## src/rtl/aaf_sched_pkg.sv

```systemverilog
`default_nettype none
// ============================================================================
// Module      : aaf_sched_pkg
// Description : Shared constants, engine state type and counter-width helper
//               for the anti-aliasing filter stage scheduler.
// Revision    : 1.0 - initial release
// ============================================================================
package aaf_sched_pkg;

  localparam int unsigned C_FIR1_PHASES    = 28;
  localparam int unsigned C_FIR1_EN_PERIOD = 55;
  localparam int unsigned C_DECIM          = 8;
  localparam int unsigned C_FIR2_PHASES    = 28;
  localparam int unsigned C_FIR2_EN_PERIOD = 55;
  localparam int unsigned C_OVR_CNT_W      = 16;

  typedef enum logic [0:0] {
    ST_IDLE = 1'b0,
    ST_RUN  = 1'b1
  } eng_state_e;

  // Bits needed to hold 0..n-1, never less than one bit.
  function automatic int unsigned cnt_w(input int unsigned n);
    return (n <= 2) ? 1 : $clog2(n);
  endfunction

endpackage
`default_nettype wire

```

## src/rtl/aaf_burst_gen.sv

```systemverilog
`default_nettype none
// ============================================================================
// Module      : aaf_burst_gen
// Description : Single serial-FIR burst engine. A trigger while idle issues
//               PHASES enable pulses spaced EN_PERIOD clocks apart, flags the
//               final one, then pulses done. Triggers while running are
//               reported as drops and otherwise ignored.
// Revision    : 1.0 - initial release
// ============================================================================
module aaf_burst_gen
  import aaf_sched_pkg::*;
#(
  parameter int unsigned PHASES    = C_FIR1_PHASES,
  parameter int unsigned EN_PERIOD = C_FIR1_EN_PERIOD
) (
  input  logic clk,
  input  logic rst,
  input  logic trig_i,
  output logic en_o,
  output logic last_o,
  output logic done_o,
  output logic busy_o,
  output logic drop_o
);

  localparam int unsigned PW = cnt_w(PHASES);
  localparam int unsigned GW = cnt_w(EN_PERIOD);
  localparam logic [PW-1:0] LAST_PH = PW'(PHASES - 1);
  localparam logic [GW-1:0] GAP_MAX = GW'(EN_PERIOD - 1);

  eng_state_e    state_q, state_d;
  logic [PW-1:0] phase_q, phase_d;
  logic [GW-1:0] gap_q, gap_d;
  logic          done_q, done_d;
  logic          fire;
  logic          final_en;

  // Next-state logic: enables fire at gap 0, the last phase returns to idle.
  always_comb begin
    state_d  = state_q;
    phase_d  = phase_q;
    gap_d    = gap_q;
    done_d   = 1'b0;
    fire     = 1'b0;
    final_en = 1'b0;
    case (state_q)
      ST_IDLE: begin
        if (trig_i) begin
          state_d = ST_RUN;
          phase_d = '0;
          gap_d   = '0;
        end
      end
      ST_RUN: begin
        fire     = (gap_q == '0);
        final_en = fire && (phase_q == LAST_PH);
        if (final_en) begin
          state_d = ST_IDLE;
          done_d  = 1'b1;
        end else if (gap_q == GAP_MAX) begin
          gap_d   = '0;
          phase_d = phase_q + 1'b1;
        end else begin
          gap_d = gap_q + 1'b1;
        end
      end
      default: state_d = ST_IDLE;
    endcase
  end

  // State and counter registers; reset aborts any burst without a done pulse.
  always_ff @(posedge clk) begin
    if (rst) begin
      state_q <= ST_IDLE;
      phase_q <= '0;
      gap_q   <= '0;
      done_q  <= 1'b0;
    end else begin
      state_q <= state_d;
      phase_q <= phase_d;
      gap_q   <= gap_d;
      done_q  <= done_d;
    end
  end

  assign en_o   = fire;
  assign last_o = final_en;
  assign done_o = done_q;
  assign busy_o = (state_q == ST_RUN);
  assign drop_o = trig_i && (state_q == ST_RUN);

endmodule
`default_nettype wire

```

## src/rtl/aaf_stage_scheduler.sv

```systemverilog
`default_nettype none
// ============================================================================
// Module      : aaf_stage_scheduler
// Description : Two-stage anti-aliasing filter scheduler. Each accepted input
//               sample launches a stage-1 burst; every DECIM stage-1 results
//               launch a stage-2 burst. Dropped samples and dropped stage-2
//               triggers are flagged and counted.
// Revision    : 1.0 - initial release
// ============================================================================
module aaf_stage_scheduler
  import aaf_sched_pkg::*;
#(
  parameter int unsigned FIR1_PHASES    = C_FIR1_PHASES,
  parameter int unsigned FIR1_EN_PERIOD = C_FIR1_EN_PERIOD,
  parameter int unsigned DECIM          = C_DECIM,
  parameter int unsigned FIR2_PHASES    = C_FIR2_PHASES,
  parameter int unsigned FIR2_EN_PERIOD = C_FIR2_EN_PERIOD,
  parameter int unsigned OVR_CNT_W      = C_OVR_CNT_W
) (
  input  logic                   clk,
  input  logic                   rst,
  input  logic                   enable_i,
  input  logic                   sample_valid_i,
  input  logic                   clr_ovr_i,
  output logic                   fir1_en_o,
  output logic                   fir1_last_o,
  output logic                   fir1_done_o,
  output logic [$clog2(DECIM):0] decim_phase_o,
  output logic                   fir2_en_o,
  output logic                   fir2_last_o,
  output logic                   out_valid_o,
  output logic                   busy_o,
  output logic                   ovr1_o,
  output logic                   ovr2_o,
  output logic [OVR_CNT_W-1:0]   ovr_cnt_o
);

  localparam int unsigned DPW = $clog2(DECIM) + 1;
  localparam int unsigned SW  = OVR_CNT_W + 1;
  localparam logic [DPW-1:0] DP_LAST = DPW'(DECIM - 1);

  logic                 trig1, trig2;
  logic                 done1, busy1, busy2, drop1, drop2;
  logic [DPW-1:0]       dp_q, dp_d;
  logic                 ovr1_q, ovr1_d, ovr2_q, ovr2_d;
  logic [OVR_CNT_W-1:0] cnt_q, cnt_d, cnt_base;
  logic [SW-1:0]        cnt_sum;

  assign trig1 = sample_valid_i & enable_i;

  aaf_burst_gen #(
    .PHASES    (FIR1_PHASES),
    .EN_PERIOD (FIR1_EN_PERIOD)
  ) u_stage1 (
    .clk    (clk),
    .rst    (rst),
    .trig_i (trig1),
    .en_o   (fir1_en_o),
    .last_o (fir1_last_o),
    .done_o (done1),
    .busy_o (busy1),
    .drop_o (drop1)
  );

  aaf_burst_gen #(
    .PHASES    (FIR2_PHASES),
    .EN_PERIOD (FIR2_EN_PERIOD)
  ) u_stage2 (
    .clk    (clk),
    .rst    (rst),
    .trig_i (trig2),
    .en_o   (fir2_en_o),
    .last_o (fir2_last_o),
    .done_o (out_valid_o),
    .busy_o (busy2),
    .drop_o (drop2)
  );

  // Decimation counter: the wrap on a stage-1 result fires stage 2 the same cycle.
  always_comb begin
    dp_d  = dp_q;
    trig2 = 1'b0;
    if (done1) begin
      if (dp_q == DP_LAST) begin
        dp_d  = '0;
        trig2 = 1'b1;
      end else begin
        dp_d = dp_q + 1'b1;
      end
    end
  end

  // Overrun flags and saturating counter; a new event beats a coincident clear.
  always_comb begin
    ovr1_d   = (ovr1_q & ~clr_ovr_i) | drop1;
    ovr2_d   = (ovr2_q & ~clr_ovr_i) | drop2;
    cnt_base = clr_ovr_i ? '0 : cnt_q;
    cnt_sum  = {1'b0, cnt_base} + SW'(drop1) + SW'(drop2);
    cnt_d    = cnt_sum[SW-1] ? '1 : cnt_sum[OVR_CNT_W-1:0];
  end

  // Decimation and overrun registers.
  always_ff @(posedge clk) begin
    if (rst) begin
      dp_q   <= '0;
      ovr1_q <= 1'b0;
      ovr2_q <= 1'b0;
      cnt_q  <= '0;
    end else begin
      dp_q   <= dp_d;
      ovr1_q <= ovr1_d;
      ovr2_q <= ovr2_d;
      cnt_q  <= cnt_d;
    end
  end

  assign fir1_done_o   = done1;
  assign decim_phase_o = dp_q;
  assign busy_o        = busy1 | busy2;
  assign ovr1_o        = ovr1_q;
  assign ovr2_o        = ovr2_q;
  assign ovr_cnt_o     = cnt_q;

endmodule
`default_nettype wire

```

## config.mk

```make
export PLATFORM = sky130hd
export DESIGN_NAME = aaf_stage_scheduler
export DESIGN_NICKNAME = d
export VERILOG_FILES = /design/src/rtl/aaf_sched_pkg.sv /design/src/rtl/aaf_burst_gen.sv /design/src/rtl/aaf_stage_scheduler.sv
export SDC_FILE = /design/constraint.sdc
export NUM_CORES = 1
export LEC_CHECK = 0
export ABC_CLOCK_PERIOD_IN_PS = 4800
export CAP_MARGIN = 30
export CORE_MARGIN = 3
export CORE_UTILIZATION = 55
export DETAILED_ROUTE_END_ITERATION = 7
export GPL_ROUTABILITY_DRIVEN = 0
export PLACE_DENSITY = 0.8
export SLEW_MARGIN = 20
export SYNTH_ARGS = -nofsm -noshare
export SYNTH_HDL_FRONTEND = slang
export SYNTH_SLANG_ARGS = --single-unit
```

## constraint.sdc

```tcl
create_clock -name clk -period 4.8 [get_ports clk]
set_input_delay 0.72 -clock clk [delete_from_list [all_inputs] [get_ports clk]]
set_output_delay 0.72 -clock clk [all_outputs]
set_load 0.05 [all_outputs]
```

==> impl_metrics.tcl <==
set metrics [dict create \
    worst_pin_slew_ns 0.807 \
    layout-drive-gt1-share_pct 5.20 \
    leakage_uw 0.000991 \
    cts_setup_buffers 0 \
    holdPathStages 2 \
    cpPeakStageDelay_ns 0.89 \
    die-area_mm2 0.00548 \
    num_rows 24 \
    yosysMostFrequentCell "dfxtp_1" \
    final_max_slew_viol_count 0 \
    synth_top_cell_by_area "dfxtp_1" \
    cts_buffers 5 \
    ir_drop_v 0.000172 \
    fp.dieH_um 74.0 \
    synth_common_cells "48 x dfxtp_1, 35 x a21oi_1, 18 x inv_1" \
    syn_avg_cell_area_um2 8.45 \
    crit_arrival_ns 2.56 \
    via_per_inst 5.95 \
    critPathCaptureType "output port" \
    r2r_end "ovr_cnt_o[11]" \
    p_total_uw 677 \
    cts_resized 0 \
    reg2reg_depth 9 \
    grt.overflow.total 0 \
    finClkSkew_ns 0.00592 \
    finalCriticalPeriod_ns 3.28 \
    syn-num-nets 317 \
    clk_latency_ns 0.30 \
    async_flop_share_pct 0 \
    dp_hpwl_um 3740 \
    grt_max_degree 25 \
    h-tree-depth 2 \
    synth_cell_types 54 \
    grtUsageTotal_pct 21.4 \
    drt_iter0_markers 154 \
    fin_nets 342 \
    core_mm2 0.00441 \
    setup_violations 0 \
    synth_seq_cells 48 \
    period_share_pct 68.3 \
    yosys-top-cells-area "dfxtp_1 38%, a21oi_1 6.9%, ha_1 4.9%" \
    maxCapViolCount 0 \
    worstReg2RegStart "decim_phase_o[0]" \
    wire_per_inst_um 14.0 \
    min_path_type "flip-flop to flip-flop" \
    antenna_left 0 \
    drtPass1Iterations 4 \
    start_kind "flip-flop" \
    worst_slew_margin_rel_pct 46.0 \
    min_from "u_stage1.gap_q[0]" \
    clock_sink_count 48 \
    vias 2254 \
    max_freq_ghz 0.305 \
    io_pins 34 \
    grt_pass1_vias 2050 \
    routed_wl_um 5300 \
    holdWs_ns 0.484 \
    path_class "flip-flop to output port" \
    syn_to_final_growth_pct 16.2 \
    cts_tree "done" \
    ys_warn_count 0 \
    synth_area_mm2 0.00254 \
    min_to "u_stage1.gap_q[0]" \
    critPathRequiredTime_ns 4.08 \
    status "finished, final reports clean" \
    synth_flop_cell "dfxtp_1" \
    cpLargestDelayFamily "simple AND/OR/NAND/NOR gates" \
    critical_path.cell_chain "or4_4 > nor3_4 > clkdlybuf4s50_1" \
    path_buf_inv 1 \
    ctsRootBufferMaster "clkbuf_8" \
    antenna_cells 0 \
    power.density_mw_per_mm2 229 \
    cp_max_fo 11 \
    path_clk_slew_ns 0.09 \
    drt_drc_violations_left 0 \
    cpMaxStageDelayCell "clkdlybuf4s50_1" \
    reg2reg_slack_ns 2.04 \
    yosysTopAreaCellShare_pct 37.8 \
    portBuffers 33 \
    clockBufferDepth 2 \
    rsz0062_at_grt "false" \
    hold_viol 0 \
    fin_setup_tns_ns 0 \
    seq_area_frac_synth_pct 37.8 \
    die_x_um 74.0 \
    grt_antenna_before_repair 0 \
    synth_enable_flop_cells 0 \
    synth_cells 301 \
    grt_pass1_wl_um 9420 \
    start_util_pct 57.7 \
    hold_buffers 0 \
]
[per-stage QoR]
stage	instance area (um^2)	utilization, %	worst slack, ns	instances
after CTS	2960	67.0	1.50	379
final	2960	67.0	1.52	379
after global placement	2870	65.1	1.70	371
after floorplan	2540	-	2.22	301
after detailed placement	2870	65.1	1.55	371
after global routing	2960	67.0	1.21	379
[flip-flops by register name, summed over array words and instances (netlist names)]
register and flops:
u_stage2.done_o 1, ovr2_o 1, ovr_cnt_o 16, u_stage2.busy_o 1, ovr1_o 1, u_stage2.phase_q 5, decim_phase_o 4, u_stage1.busy_o 1
u_stage1.phase_q 5, u_stage1.done_o 1, u_stage1.gap_q 6, u_stage2.gap_q 6
[worst register-to-register path, stage by stage (launching register included)]
cell	delay, ns
dfxtp_1	0.40
ha_1	0.20
and4b_1	0.33
and2_1	0.22
fa_1	0.21
ha_1	0.27
nand2_1	0.14
nor2_1	0.12
nand4_1	0.44
o22ai_1	0.34
[worst max path at each step]
stage,slack (ns),from,end,cells after the start
finish,1.52,u_stage2.gap_q[2],fir2_last_o,3
global route,1.21,u_stage1.gap_q[0],fir1_last_o,6
CTS,1.50,u_stage1.gap_q[0],fir1_last_o,6
detailed placement,1.55,clr_ovr_i,ovr_cnt_o[11],8
global placement,1.70,clr_ovr_i,ovr_cnt_o[11],8
floorplan,2.22,decim_phase_o[0],ovr_cnt_o[12],9
[layout make-up]
cell class                 instances  area, um^2
clock inverter                     1        8.76
multi-input combinational        219        1440
fill                             385        1460
tap                               52        65.1
inverter                          18        67.6
timing repair buffer              34         338
sequential                        48         961
clock buffer                       7        76.3
[layout by cell type (no fill, tap or decap), drive strengths merged, types with 2 or more instances in the layout]
| cell | count |
|---|---|
| a211oi | 2 |
| a21oi | 36 |
| a311oi | 3 |
| a31o | 2 |
| a31oi | 3 |
| a41oi | 4 |
| and2 | 3 |
| and3 | 7 |
| and4b | 4 |
| clkbuf | 7 |
| clkdlybuf4s50 | 33 |
| dfxtp | 48 |
| ha | 10 |
| inv | 18 |
| mux2i | 2 |
| nand2 | 17 |
| nand2b | 3 |
| nand3 | 14 |
| nand3b | 2 |
| nand4 | 6 |
| nand4b | 7 |
| nor2 | 18 |
| nor2b | 6 |
| nor3 | 10 |
| nor3b | 3 |
| nor4 | 5 |
| o21a | 4 |
| o21ai | 15 |
| o22ai | 2 |
| o31ai | 2 |
| or3 | 4 |
| or4 | 3 |
| or4b | 3 |
| xnor2 | 8 |
| xor2 | 2 |
[power breakdown]
part	switching [uW]	internal, uW	total (uW)
registers	2.40	399	402
clock network	131	104	235
logic	26.8	13.6	40.5
total	160	517	677
[layer usage]
layer,GRT usage [%],vias to the layer above,part of all wire (%)
met2,35.2,41,47
met3,4.32,5,3.8
met4,4.23,0,0.85
li1,-,1152,-
met1,29.3,1056,48
met5,0,-,0
[cells by family after synthesis]
| kind of cell | count (synthesis) | share of synthesized area (%) |
|---|---|---|
| AND/OR/NAND/NOR | 117 | 27.3 |
| AO/OA/AOI/OAI | 79 | 19.4 |
| flip-flops | 48 | 37.8 |
| buffers and inverters | 34 | 5.65 |
| adder cells (fa/ha/maj) | 11 | 5.70 |
| XOR/XNOR | 10 | 3.44 |
| multiplexers | 2 | 0.787 |
Note: power is estimated with default switching activity, not from simulation.
